<file path="src/rtl/alu_seq_hs.sv">
// Handshaked signed ALU: single-cycle ADD/SUB/MULT, iterative restoring DIV with
// remainder and error flag; full 2*WIDTH result so no operation can overflow.
package alu_seq_pkg;
    typedef enum logic [2:0] {
        ADD  = 3'd0,
        SUB  = 3'd1,
        MULT = 3'd2,
        DIV  = 3'd3
    } opcode_e;
endpackage

module alu_seq_hs
    import alu_seq_pkg::*;
#(
    parameter int WIDTH = 8,
    localparam int RES_W = 2 * WIDTH
) (
    input  logic                    clk,
    input  logic                    rst,
    input  logic                    in_valid,
    output logic                    in_ready,
    input  logic signed [WIDTH-1:0] operand1,
    input  logic signed [WIDTH-1:0] operand2,
    input  opcode_e                 opcode,
    output logic                    out_valid,
    input  logic                    out_ready,
    output logic signed [RES_W-1:0] out,
    output logic signed [WIDTH-1:0] rem,
    output logic                    err
);
    localparam int CNT_W = $clog2(WIDTH);

    typedef enum logic [1:0] {
        IDLE     = 2'd0,
        DIV_BUSY = 2'd1,
        DIV_FIX  = 2'd2,
        HOLD     = 2'd3
    } state_e;

    state_e                  state_q, state_d;
    logic signed [RES_W-1:0] out_q, out_d;
    logic signed [WIDTH-1:0] rem_q, rem_d;
    logic                    err_q, err_d;
    logic                    out_valid_q, out_valid_d;

    // Divider working set: magnitudes of dividend/divisor, partial remainder,
    // quotient being assembled MSB first, and the signs to restore at the end.
    logic [WIDTH-1:0]        dvd_q, dvd_d;
    logic [WIDTH-1:0]        dvs_q, dvs_d;
    logic [WIDTH-1:0]        prem_q, prem_d;
    logic [WIDTH-1:0]        quo_q, quo_d;
    logic [CNT_W-1:0]        cnt_q, cnt_d;
    logic                    neg_quo_q, neg_quo_d;
    logic                    neg_rem_q, neg_rem_d;

    logic                    accept;
    logic signed [RES_W-1:0] a_ext, b_ext;
    logic [WIDTH-1:0]        abs1, abs2;
    logic [WIDTH:0]          trial;
    logic                    q_bit;
    logic [RES_W-1:0]        quo_ext;

    assign in_ready = (state_q == IDLE) || ((state_q == HOLD) && out_ready);
    assign accept   = in_valid && in_ready;

    always_comb begin
        state_d     = state_q;
        out_d       = out_q;
        rem_d       = rem_q;
        err_d       = err_q;
        out_valid_d = out_valid_q;
        dvd_d       = dvd_q;
        dvs_d       = dvs_q;
        prem_d      = prem_q;
        quo_d       = quo_q;
        cnt_d       = cnt_q;
        neg_quo_d   = neg_quo_q;
        neg_rem_d   = neg_rem_q;

        a_ext   = RES_W'(operand1);
        b_ext   = RES_W'(operand2);
        abs1    = operand1[WIDTH-1] ? $unsigned(-operand1) : $unsigned(operand1);
        abs2    = operand2[WIDTH-1] ? $unsigned(-operand2) : $unsigned(operand2);
        trial   = {prem_q, dvd_q[WIDTH-1]};
        q_bit   = (trial >= {1'b0, dvs_q});
        quo_ext = RES_W'(quo_q);

        case (state_q)
            IDLE, HOLD: begin
                if (state_q == HOLD && out_ready) begin
                    out_valid_d = 1'b0;
                    state_d     = IDLE;
                end
                if (accept) begin
                    out_valid_d = 1'b1;
                    state_d     = HOLD;
                    rem_d       = '0;
                    err_d       = 1'b0;
                    case (opcode)
                        ADD:  out_d = a_ext + b_ext;
                        SUB:  out_d = a_ext - b_ext;
                        MULT: out_d = a_ext * b_ext;
                        DIV: begin
                            if (operand2 == '0) begin
                                out_d = '0;
                                err_d = 1'b1;
                            end else begin
                                dvd_d       = abs1;
                                dvs_d       = abs2;
                                prem_d      = '0;
                                quo_d       = '0;
                                cnt_d       = '0;
                                neg_quo_d   = operand1[WIDTH-1] ^ operand2[WIDTH-1];
                                neg_rem_d   = operand1[WIDTH-1];
                                out_valid_d = 1'b0;
                                state_d     = DIV_BUSY;
                            end
                        end
                        default: begin
                            out_d = '0;
                            err_d = 1'b1;
                        end
                    endcase
                end
            end
            DIV_BUSY: begin
                // Partial remainder stays below the divisor, so WIDTH bits hold it.
                prem_d = q_bit ? WIDTH'(trial - {1'b0, dvs_q}) : trial[WIDTH-1:0];
                quo_d  = {quo_q[WIDTH-2:0], q_bit};
                dvd_d  = {dvd_q[WIDTH-2:0], 1'b0};
                cnt_d  = cnt_q + 1'b1;
                if (cnt_q == CNT_W'(WIDTH - 1)) begin
                    state_d = DIV_FIX;
                end
            end
            DIV_FIX: begin
                out_d       = neg_quo_q ? -quo_ext : quo_ext;
                rem_d       = neg_rem_q ? -prem_q : prem_q;
                err_d       = 1'b0;
                out_valid_d = 1'b1;
                state_d     = HOLD;
            end
            default: state_d = IDLE;
        endcase
    end

    always_ff @(posedge clk) begin
        if (rst) begin
            state_q     <= IDLE;
            out_q       <= '0;
            rem_q       <= '0;
            err_q       <= 1'b0;
            out_valid_q <= 1'b0;
            dvd_q       <= '0;
            dvs_q       <= '0;
            prem_q      <= '0;
            quo_q       <= '0;
            cnt_q       <= '0;
            neg_quo_q   <= 1'b0;
            neg_rem_q   <= 1'b0;
        end else begin
            state_q     <= state_d;
            out_q       <= out_d;
            rem_q       <= rem_d;
            err_q       <= err_d;
            out_valid_q <= out_valid_d;
            dvd_q       <= dvd_d;
            dvs_q       <= dvs_d;
            prem_q      <= prem_d;
            quo_q       <= quo_d;
            cnt_q       <= cnt_d;
            neg_quo_q   <= neg_quo_d;
            neg_rem_q   <= neg_rem_d;
        end
    end

    assign out       = out_q;
    assign rem       = rem_q;
    assign err       = err_q;
    assign out_valid = out_valid_q;

endmodule

</file>
<file path="config.mk">
export PLATFORM = sky130hd
export DESIGN_NAME = alu_seq_hs
export DESIGN_NICKNAME = d
export VERILOG_FILES = /design/src/rtl/alu_seq_hs.sv
export SDC_FILE = /design/constraint.sdc
export NUM_CORES = 1
export LEC_CHECK = 0
export CAP_MARGIN = 20
export CORE_MARGIN = 3
export CORE_UTILIZATION = 47
export CTS_CLUSTER_DIAMETER = 100
export DETAILED_ROUTE_END_ITERATION = 16
export DONT_BUFFER_PORTS = 1
export PLACE_DENSITY = 0.71
export SLEW_MARGIN = 10
export SYNTH_ARGS = -nofsm -noshare
export SYNTH_HDL_FRONTEND = slang
export SYNTH_SLANG_ARGS = --single-unit
</file>
<file path="constraint.sdc">
create_clock -name clk -period 5.21 [get_ports clk]
set_clock_uncertainty 0.05 [all_clocks]
set_input_delay 0.521 -clock clk [delete_from_list [all_inputs] [get_ports clk]]
set_output_delay 0.521 -clock clk [all_outputs]
set_load 0.02 [all_outputs]
</file>
Word level (Yosys, flattened, before mapping) --
Cells that the tools add are included. Widths: inputs -> output; s select.
Operators by class: $lt $le $gt $ge 1, muxes and demuxes 38, reduce and logical (&&, ||, !) cells 16, bitwise gates (word level) 2, eq/ne operators 13, $add $sub $neg 8, multiply operators 1
Operators by type and width (number):
- $mux 8 | 11
- $pmux 16 s4 | 1
- $pmux 8 s2 | 4
- $mux 16 | 3
- $pmux 16 s2 | 1
- $neg 8->8 | 3
- $mul 8x8->16 | 1
- $neg 8->16 | 1
- $mux 2 | 5
- $add 8x8->9 | 1
- $ge 9x8->1 | 1
- $mux 3 | 3
- $sub 8x8->9 | 1
- $logic_not 8->1 | 1
- $reduce_and 4->1 | 2
- $sub 8x8->8 | 1
- $eq 3x2->1 const B | 2
- $ne 2x2->1 const B | 3
- $ne 3x3->1 const B | 2
- $pmux 1 s2 | 3
- $pmux 2 s3 | 1
- $pmux 3 s2 | 1
- $reduce_and 2->1 | 3
- $mux 1 | 5
- 16 further kinds | 19
Word-level totals: bits in registers 65

Longest topological paths before layout --
word-level depth 6, gate-level depth with buffers 19

Worst setup path after synthesis --
No wires, ideal clock.
path kind in2reg, from input operand1[7], to register out_q[15], in the netlist out[15], stages on the path 16, path buffers 1, setup time 0.133 ns, path slack 0.162 ns, arrival time 4.865 ns, path through clkbuf_1 > clkinv_1 > nor2_1 > fa_1 > inv_1 > fa_1 > fa_1 > fa_1 > inv_1 > ha_1 > a2111o_1 > a21oi_1 > o31ai_1 > xnor2_1 > a211oi_1 > nor3_1
On the way: longest elaborated chain between the ends 4, elaborated cells on any way between the ends 6, those cells by class add/sub: 2; mul: 1; mux: 3
Ends and longest elaborated chain:
- start: declaration | line 22 | input logic signed [WIDTH-1:0] operand1,
- $mul 8x8->16, or another cell as far along | line 102 | MULT: out_d = a_ext * b_ext;
- $pmux 16 s4 (*) | line 99 | case (opcode)
- $mux 16 (*) | line 94 | if (accept) begin
- $pmux 16 s2 (*) | line 88 | case (state_q)
- end signal: assignment | line 163 | out_q <= out_d;
- end: declaration | line 41 | logic signed [RES_W-1:0] out_q, out_d;
Every way passes the cells marked *; elsewhere a longest branch is shown, timed or not. The select of a mux whose other input is x is not followed. A chain may end at the register's enable or synchronous reset.

Final worst setup path --
Ends and elaborated chain as after synthesis.

==> results by group <==
Cells and area
  – Non-filler instance count after layout: 1034
  – Antenna cells: 0
  – Final core utilization: 50.57%
  – Most frequent cells in the layout: 124 x inv_1, 82 x nand2_1, 81 x nor2_1
  – Final #Nets: 992
  – Share of cells above drive strength 1: 5.059%
  – Design area: 7378 um2
  – Synthesis-to-layout area growth: 5.116%
  – Commonest non-fill, non-tap cell in the layout: inv_1

Floorplanning
  – I/O pin total: 50
  – Row count: 44
  – Core area: 14590 um2
  – Die H: 128.2 um
  – Initial core utilization: 48.11%
  – Die ar.: 16440 um2
  – Die span in x: 128.2 um

STA
  – Max-slew violations: 0
  – Max_slew headroom: 41.22%
  – RSZ-0062 raised after global routing: no
  – Hold Fails Final Rpt: 0
  – Maximum clock rate: 213.5 MHz
  – Setup violations, final: 0
  – Least-Margin Pin Slew: 0.8817 ns
  – Setup ws final: 0.5265 ns
  – Setup TNS: 0 ns
  – Ratio of final minimum period to clock period: 89.89%
  – Min cycle time layout: 4.683 ns

Power and ir drop
  – Gate power share: 56.8%
  – Int Pwr: 1.658 mW
  – Power Dens Cells: 417.2 nW/um2
  – Sw Share: 46.15%
  – Max IR drop VDD: 200.0 uV
  – Sequential power share: 23.1%
  – Leak Pwr: 3.247 nW
  – Clock share of power: 20.1%
  – Net Switching: 1.421 mW

Clocking
  – Num CTS Buffers: 9
  – Clock Tree Buf Depth: 2
  – Hold_buf cts: 0
  – Setup Fix Bufs, Post-CTS: 0
  – Post-CTS sizing: 0
  – Clk_lat worst skew: 0.34 ns
  – TritonCTS clock tree: done
  – Clock sink count: 65
  – CTS root buffer: clkbuf_16
  – Clock-pin slew on the worst setup and hold paths: 0.06 ns
  – H-tree depth: 3

Worst setup path
  – Reg2Reg Setup Slack: 2.52 ns
  – CP required: 5.39 ns
  – Worst R2R Start: state_q[0]$_SDFFE_PP0P_
  – CP most frequent cell: fa_1
  – Top delay family on crit path: adder cells
  – R2r worst-path depth: 8
  – R2r endpoint: prem_q[7]$_SDFFE_PP0P_
  – WS Path Type: in2reg
  – Crit-path max FO: 12
  – CP endpoint kind: flip-flop
  – CP bufs+invs: 3
  – Critical-path top delay cell: fa_1
  – Worst path cell trace: clkinv_1 -> nor2_1 -> fa_1 -> inv_1 -> fa_1 -> fa_1 -> fa_1 -> inv_1 -> ha_1 -> a2111o_1 -> a21oi_1 -> o31ai_1 -> xnor2_1 -> a211oi_1 -> nor3_1
  – Crit path DAT: 4.86 ns
  – Critical Path Start Type: primary input
  – Critical Path Max Stage Delay: 0.55 ns

Outcome
  – Status: complete, no violations

Hold path
  – Hold Path Class: in2reg
  – Worst hold stages: 1
  – Hold Crit Endpoint: quo_q[3]$_SDFFE_PP0P_
  – Hold path start: rst

GRT
  – Initial antenna violation count: 0
  – Largest net degree at the start of global routing: 55
  – Vias in the first global route: 5574
  – Remaining Overflow, GRT: 0
  – Gr usage total: 21.02%
  – First-pass GRT wire length: 27.84 mm

Synthesis
  – Synth cell types: 66
  – Post-Syn Area: 7019 um2
  – Cells after synthesis: 866
  – Synth top area cells: dfxtp_1 19%, fa_1 17%, ha_1 12%
  – Yosys reg bits: 65
  – Post-synth EDFFs: 0
  – Sequential share of the synthesized area: 18.54%
  – Dominant synthesized flop cell: dfxtp_1
  – Share of Yosys cell area claimed by the top area cell type: 18.54%
  – Cell taking the most area after synthesis: dfxtp_1
  – Synth Area per Inst: 8.105 um2
  – Syn. warnings: 0
  – Synth Net Count: 1013
  – FFs w/ async S/R, synth: 0%

Place
  – Placed Instances: 1018
  – RePlAce Congestion: 0.9635
  – PortBufs: 0
  – Post-DP Area: 7076 um2
  – Dpl ws: 0.1597 ns
  – HPWL after detailed placement: 13.00 mm

Detailed routing
  – Wire length on met3: 897 um
  – Drt wl/cell: 16.05 um
  – Met2 Wirelength: 7.639 mm
  – Met1 Wirelength: 7.693 mm
  – Via density: 5.478
  – Drt total wl: 16.59 mm
  – DR top layer: met4
  – Iter 0 DRT Violations: 368
  – Routed Antenna Nets: 0
  – DRC Markers: 0
  – First drt pass iteration count: 5
  – Via count: 5664

Flow run
  – Max-cap check violation count: 0
==> worst max path at each step <==
stage,to,start,depth (start not counted),slack [ns]
detailed placement,out[15]$_SDFFE_PP0P_,operand1[7],15,0.16
global route,out[15]$_SDFFE_PP0P_,operand1[7],15,0.23
global placement,out[15]$_SDFFE_PP0P_,operand1[7],15,0.28
floorplan,out[15]$_SDFFE_PP0P_,operand1[7],16,0.16
finish,out[15]$_SDFFE_PP0P_,operand1[7],15,0.53
CTS,out[15]$_SDFFE_PP0P_,operand1[7],15,0.52
==> through the flow <==
stage | hold slack [ns] | total power, mW
finish | 0.2015 | 3.078
global route | 0.1891 | 3.364
CTS | 0.1833 | 3.092
detailed placement | 0.3905 | 2.456
global placement | 0.3839 | 2.440
floorplan | 0.3819 | 2.207
==> layer usage <==
layer	up-vias	GRT usage (%)
li1	2828	-
met1	2678	28.92
met2	135	32.73
met3	23	4.708
met4	0	6.866
met5	-	0
==> worst register-to-register path: stages, from the launching register on <==
cell	delay (ns)
dfxtp_1	0.41
inv_1	0.09
ha_1	0.46
nor3_1	0.55
a22o_4	0.31
nand2_2	0.09
or2_1	0.33
nor3_1	0.22
a22o_1	0.14
==> power by group through the flow <==
| stage | registers (mW) | clock network (mW) | logic, mW |
|---|---|---|---|
| 6_report | 0.711 | 0.620 | 1.75 |
| 5_1_grt | 0.723 | 0.656 | 1.98 |
| 4_1_cts | 0.713 | 0.635 | 1.74 |
| 3_5_place_dp | 0.723 | 0 | 1.73 |
| 3_3_place_gp | 0.722 | 0 | 1.72 |
| 2_1_floorplan | 0.705 | 0 | 1.50 |
==> flip-flops by register name, summed over array words and instances, names as in the netlist <==
signal / cells
cnt_q: 3
dvd_q: 8
dvs_q: 8
err: 1
neg_quo_q: 1
neg_rem_q: 1
out: 16
out_valid: 1
prem_q: 8
quo_q: 8
rem: 8
state_q: 2
==> final cells by class <==
type                            count  area (um2)
Clock buffer                        9       225.2
Fill cell                        1346        7211
Sequential cell                    65        1301
Clock inverter                      7       77.57
Tap cell                          184       230.2
Timing Repair Buffer                5       37.54
Multi-Input combinational cell    637        5030
Inverter                          127       476.7
==> logic make-up after synthesis <==
family          Yosys count  synth area share [%]
fa+ha+maj               124                 28.31
compound gates          194                 18.86
mux                       6                0.8556
buf+inv                 164                 9.804
simple gates            271                 18.40
xor+xnor                 42                 5.241
flops                    65                 18.54
==> Yosys cell counts (4+ instances only) <==
cell and number:
inv_1 124, nand2_1 82, nor2_1 81, a21oi_1 67, ha_1 66, dfxtp_1 65, fa_1 58, o21ai_0 41
xnor2_1 31, and2_1 28, clkbuf_1 24, nand3_1 18, nor3_1 13, a211oi_1 11, xor2_1 11, a21o_1 10
a22oi_1 9, nand2b_1 8, o31ai_1 8, nor2b_1 7, or3_1 7, mux2i_1 6, nor4_1 5, a211oi_2 4
and3_1 4, buf_6 4, o21bai_1 4, o221a_1 4
Note: power is estimated with default switching activity, not from simulation.
